===== src/rtl/uart_byte_rx.sv =====
`default_nettype none
// ----------------------------------------------------------------------------
// uart_byte_rx : Modbus RTU 8-bit serial receiver, LSB first, one stop bit.
//   Define UART_RX_PARITY_EN for the 11-bit even/odd parity character.
// Revision: 1.0
// ----------------------------------------------------------------------------
module uart_byte_rx #(
  parameter int CLK_FREQ   = 50000000,
  parameter int BAUD_RATE  = 9600,
  parameter bit PARITY_ODD = 1'b0
) (
  input  logic       clk_in,
  input  logic       rst_in,
  input  logic       rs485_rx,
  output logic [7:0] rx_data,
  output logic       rx_done,
  output logic       rx_state,
  output logic       rx_err,
  output logic       rx_par_err
);

  localparam int          c_bps     = CLK_FREQ / BAUD_RATE;
  localparam logic [15:0] c_bps_m1  = 16'(c_bps - 1);
  localparam logic [15:0] c_hbps_m1 = 16'((c_bps / 2) - 1);

  typedef enum logic [2:0] {
    S_IDLE  = 3'd0,
    S_START = 3'd1,
    S_DATA  = 3'd2,
`ifdef UART_RX_PARITY_EN
    S_PAR   = 3'd3,
`endif
    S_STOP  = 3'd4,
    S_BREAK = 3'd5
  } state_t;

  state_t      state_q, state_d;
  logic        sync1_q, sync2_q, hist_q;
  logic [15:0] cnt_q, cnt_d;
  logic [2:0]  bit_q, bit_d;
  logic [7:0]  shift_q, shift_d;
  logic [7:0]  data_q, data_d;
  logic        done_q, done_d;
  logic        err_q, err_d;
  logic        w_par_bad;

`ifdef UART_RX_PARITY_EN
  logic par_q, par_d;
  logic perr_q, perr_d;
  assign w_par_bad = par_q ^ (^shift_q) ^ PARITY_ODD;
`else
  assign w_par_bad = 1'b0;
`endif

  // Synchronizers idle high so leaving reset never fakes a start edge.
  always_ff @(posedge clk_in) begin
    if (rst_in) begin
      sync1_q <= 1'b1;
      sync2_q <= 1'b1;
      hist_q  <= 1'b1;
    end else begin
      sync1_q <= rs485_rx;
      sync2_q <= sync1_q;
      hist_q  <= sync2_q;
    end
  end

  always_ff @(posedge clk_in) begin
    if (rst_in) begin
      state_q <= S_IDLE;
      cnt_q   <= '0;
      bit_q   <= '0;
      shift_q <= '0;
      data_q  <= '0;
      done_q  <= 1'b0;
      err_q   <= 1'b0;
`ifdef UART_RX_PARITY_EN
      par_q   <= 1'b0;
      perr_q  <= 1'b0;
`endif
    end else begin
      state_q <= state_d;
      cnt_q   <= cnt_d;
      bit_q   <= bit_d;
      shift_q <= shift_d;
      data_q  <= data_d;
      done_q  <= done_d;
      err_q   <= err_d;
`ifdef UART_RX_PARITY_EN
      par_q   <= par_d;
      perr_q  <= perr_d;
`endif
    end
  end

  always_comb begin
    state_d = state_q;
    cnt_d   = cnt_q + 16'd1;
    bit_d   = bit_q;
    shift_d = shift_q;
    data_d  = data_q;
    done_d  = 1'b0;
    err_d   = 1'b0;
`ifdef UART_RX_PARITY_EN
    par_d   = par_q;
    perr_d  = 1'b0;
`endif
    case (state_q)
      S_IDLE: begin
        cnt_d = '0;
        bit_d = '0;
        if (!sync2_q && hist_q) state_d = S_START;
      end
      S_START: begin
        if (cnt_q == c_hbps_m1) begin
          cnt_d   = '0;
          state_d = sync2_q ? S_IDLE : S_DATA;
        end
      end
      S_DATA: begin
        if (cnt_q == c_bps_m1) begin
          cnt_d   = '0;
          shift_d = {sync2_q, shift_q[7:1]};
          bit_d   = bit_q + 3'd1;
          if (bit_q == 3'd7) begin
`ifdef UART_RX_PARITY_EN
            state_d = S_PAR;
`else
            state_d = S_STOP;
`endif
          end
        end
      end
`ifdef UART_RX_PARITY_EN
      S_PAR: begin
        if (cnt_q == c_bps_m1) begin
          cnt_d   = '0;
          par_d   = sync2_q;
          state_d = S_STOP;
        end
      end
`endif
      S_STOP: begin
        if (cnt_q == c_bps_m1) begin
          cnt_d = '0;
          if (!sync2_q) begin
            err_d   = 1'b1;
            state_d = S_BREAK;
          end else if (w_par_bad) begin
`ifdef UART_RX_PARITY_EN
            perr_d  = 1'b1;
`endif
            state_d = S_IDLE;
          end else begin
            done_d  = 1'b1;
            data_d  = shift_q;
            state_d = S_IDLE;
          end
        end
      end
      S_BREAK: begin
        cnt_d = '0;
        if (sync2_q) state_d = S_IDLE;
      end
      default: state_d = S_IDLE;
    endcase
  end

  // Busy only in the character states, so it is already low when a pulse fires.
  assign rx_state = (state_q == S_START) || (state_q == S_DATA) ||
`ifdef UART_RX_PARITY_EN
                    (state_q == S_PAR) ||
`endif
                    (state_q == S_STOP);
  assign rx_data  = data_q;
  assign rx_done  = done_q;
  assign rx_err   = err_q;
`ifdef UART_RX_PARITY_EN
  assign rx_par_err = perr_q;
`else
  // PARITY_ODD has no effect in this build.
  assign rx_par_err = PARITY_ODD & 1'b0;
`endif

endmodule
`default_nettype wire


===== config.mk =====
export PLATFORM = sky130hd
export DESIGN_NAME = uart_byte_rx
export DESIGN_NICKNAME = d
export VERILOG_FILES = /design/src/rtl/uart_byte_rx.sv
export SDC_FILE = /design/constraint.sdc
export NUM_CORES = 1
export LEC_CHECK = 0
export ABC_AREA = 1
export BUFFER_PORTS_ARGS = -buffer_cell sky130_fd_sc_hd__buf_2
export CAP_MARGIN = 20
export CORE_MARGIN = 4
export CORE_UTILIZATION = 30
export DETAILED_ROUTE_END_ITERATION = 6
export PLACE_DENSITY = 0.48
export SYNTH_ARGS = -nofsm -noshare
export SYNTH_HDL_FRONTEND = slang
export SYNTH_SLANG_ARGS = --single-unit
export TNS_END_PERCENT = 10

===== constraint.sdc =====
create_clock -name clk_in -period 1.9 [get_ports clk_in]
set_clock_uncertainty 0.15 [all_clocks]
set_input_delay 0.285 -clock clk_in [delete_from_list [all_inputs] [get_ports clk_in]]
set_output_delay 0.285 -clock clk_in [all_outputs]
set_load 0.05 [all_outputs]

==> results.tsv <==
metric	value	unit
hold_ws	0.01575	ns
hold_viol_final	0	
path_clk_slew	0.08	ns
critPathCaptureType	output pin	
yosysTopAreaCellShare	43.99	%
ios	15	
dp_cells	358	
drv_cap	0	
netlist_area	1957	µm²
drtPass1Iterations	4	
hold_path.class	in2reg	
avgSynthCellArea	7.248	µm²
powerDensity	1050	nW/µm²
clock_latency	0.29	ns
vias	1634	
grt_pass1_vias	1619	
final_cells	370	
ctsHoldBuffers	0	
wl_per_cell	10.95	µm
period_minus_slack	1.780	ns
layout_common_cells	nor2_1 (65), nand2_1 (45), dfxtp_1 (42), inv_1 (25), o21ai_0 (21)	
yosysUniqueCellTypes	32	
dieArea	7879	µm²
hold_start	rs485_rx	
final_common_cell	nor2_1	
cts_tree	yes	
routed_wl	4.051	mm
yosysWarnings	0	
cp_max_fo	6	
ant_nets	0	
nets	298	
clockRootBuffer	clkbuf_8	
rr_endpoint	bit_q[2]$_SDFFE_PP0P_	
rrSetupSlack	0.15	ns
syn2layout_area_growth	16.43	%
grt_usage	11.56	%
ir_drop	0.4974	mV
start_util	30.82	%
drive_gt1_share	18.77	%
yosysSeqAreaShare	43.99	%
path_class	reg2out	
critPathRequiredTime	1.46	ns
status	complete, no violations	
syn_inst	270	
rsz0062_at_grt	yes	
grt_start_max_net_pins	16	
core_area	6350	µm²
grt_pass1_wl	7.245	mm
fin_ws	0.1203	ns
leakagePower	0.001014	µW
antennaDiodeCount	0	
fmaxAchievable	561.9	MHz
overflow	0	
port_buffers	13	
post-place-ws	0.04636	ns
die_x	88.77	µm
reg2reg_from	cnt_q[1]$_SDFF_PP0_	
drtIter0Drc	40	
syn-num-nets	276	
hold_end	sync1_q$_SDFF_PP1_	
dpl.hpwl	2.910	mm
die_h	88.77	µm
ff2ff_path_depth	12	
routabilityCongestion	0.7663	
antenna_found_initial	0	
drc	0	
htree_levels	2	
cp-start-kind	flip-flop	
cts_buffers	5	
critPathArrivalTime	1.34	ns
rows	29	
period_share	93.67	%
via_per_inst	4.416	
ys_top_cells_by_area	dfxtp_1 (44%), nor2_1 (12%), nand2_1 (8.6%)	
timing.final.max_slew_violations	0	
cts.sinks	43	
hold_path_depth	2	
tns	0	ns
yosys.area.top_type	dfxtp_1	
clockBufferDepth	2	
nFillCells	672	
finalSetupViolations	0	
synth-seq-cells	43	
==> layer usage <==
layer	track usage, %	part of all wire (%)
met1	15.96	51
met2	17.54	45
met3	2.886	2.8
met4	3.846	1.5
met5	0	0
==> sequential cells by signal (all words and copies together) (netlist names) <==
| register | count |
|---|---|
| sync2_q | 1 |
| state_q | 3 |
| rx_done | 1 |
| rx_data | 8 |
| cnt_q | 16 |
| shift_q | 8 |
| rx_err | 1 |
| sync1_q | 1 |
| bit_q | 3 |
| hist_q | 1 |
==> logic make-up after synthesis <==
| logic type | count (synthesis) | synth area share (%) |
|---|---|---|
| other | 1 | 0.1916 |
| adder cells (fa/ha/maj) | 3 | 1.918 |
| XOR/XNOR | 6 | 2.685 |
| AND/OR/NAND/NOR | 151 | 35.36 |
| buffers and inverters | 37 | 8.183 |
| AO/OA/AOI/OAI | 29 | 7.673 |
| flip-flops | 43 | 43.99 |
==> layout make-up <==
class / count / area [µm²] / share of cell area [%]
clock inverter: 2 / 60.06 / 2.636
sequential: 43 / 862.1 / 37.84
clock buffer: 6 / 72.57 / 3.185
inverter: 32 / 122.6 / 5.382
multi-input combinational: 191 / 954.7 / 41.90
tap: 77 / 96.34 / 4.228
timing repair buffer: 19 / 110.1 / 4.833
==> worst max path at each step <==
stage / start / to / slack (ns) / cells past startpoint
2_1_floorplan: cnt_q[0]$_SDFF_PP0_ / cnt_q[11]$_SDFF_PP0_ / 0.28 / 11
3_3_place_gp: cnt_q[0]$_SDFF_PP0_ / bit_q[2]$_SDFFE_PP0P_ / 0.13 / 12
3_5_place_dp: cnt_q[0]$_SDFF_PP0_ / bit_q[2]$_SDFFE_PP0P_ / 0.05 / 12
4_1_cts: cnt_q[0]$_SDFF_PP0_ / bit_q[2]$_SDFFE_PP0P_ / 0.03 / 12
5_1_grt: cnt_q[1]$_SDFF_PP0_ / cnt_q[10]$_SDFF_PP0_ / -0.04 / 9
6_report: state_q[2]$_SDFFE_PP0P_ / rx_state / 0.12 / 4
==> worst max-delay path, cell delays in order (launching register included) <==
cell     delay [ns]
dfxtp_1        0.34
inv_1          0.12
nand3_2        0.19
nand3_1        0.14
buf_2          0.27
==> repair_timing <==
| item | in CTS | in global routing |
|---|---|---|
| endpoints found under the setup margin | 0 | 20 |
| buffers inserted | 0 | 3 |
| resized for setup | 0 | 4 |
==> power breakdown <==
group | switching [µW] | internal, µW | total, µW
registers | 37.7 | 945 | 982
clock network | 319 | 526 | 845
logic | 403 | 162 | 565
==> cells in the mapped netlist <==
cell and number:
a21oi_1 6, a21oi_2 1, a31oi_1 1, and2_1 1, buf_1 1, buf_4 1
buf_6 2, clkbuf_1 1, clkinv_1 1, clkinv_2 2, conb_1 1, dfxtp_1 43
ha_1 3, inv_1 25, inv_2 4, nand2_1 45, nand2_2 3, nand2_4 2
nand3_1 9, nand3_2 1, nand3_4 1, nand4_1 4, nor2_1 65, nor2_2 5
nor2_4 2, nor3_1 7, nor3_2 2, nor4_1 2, o21ai_0 21, or2_2 2
xnor2_1 2, xor2_1 4
==> metrics by stage <==
step	area (µm²)	util (%)	total power [µW]
floorplan	1957	-	1463
global placement	2103	33.12	1561
detailed placement	2103	33.12	1559
CTS	2236	35.21	2408
global route	2278	35.88	2548
finish	2278	35.88	2393
(Power assumes the default switching activity.)
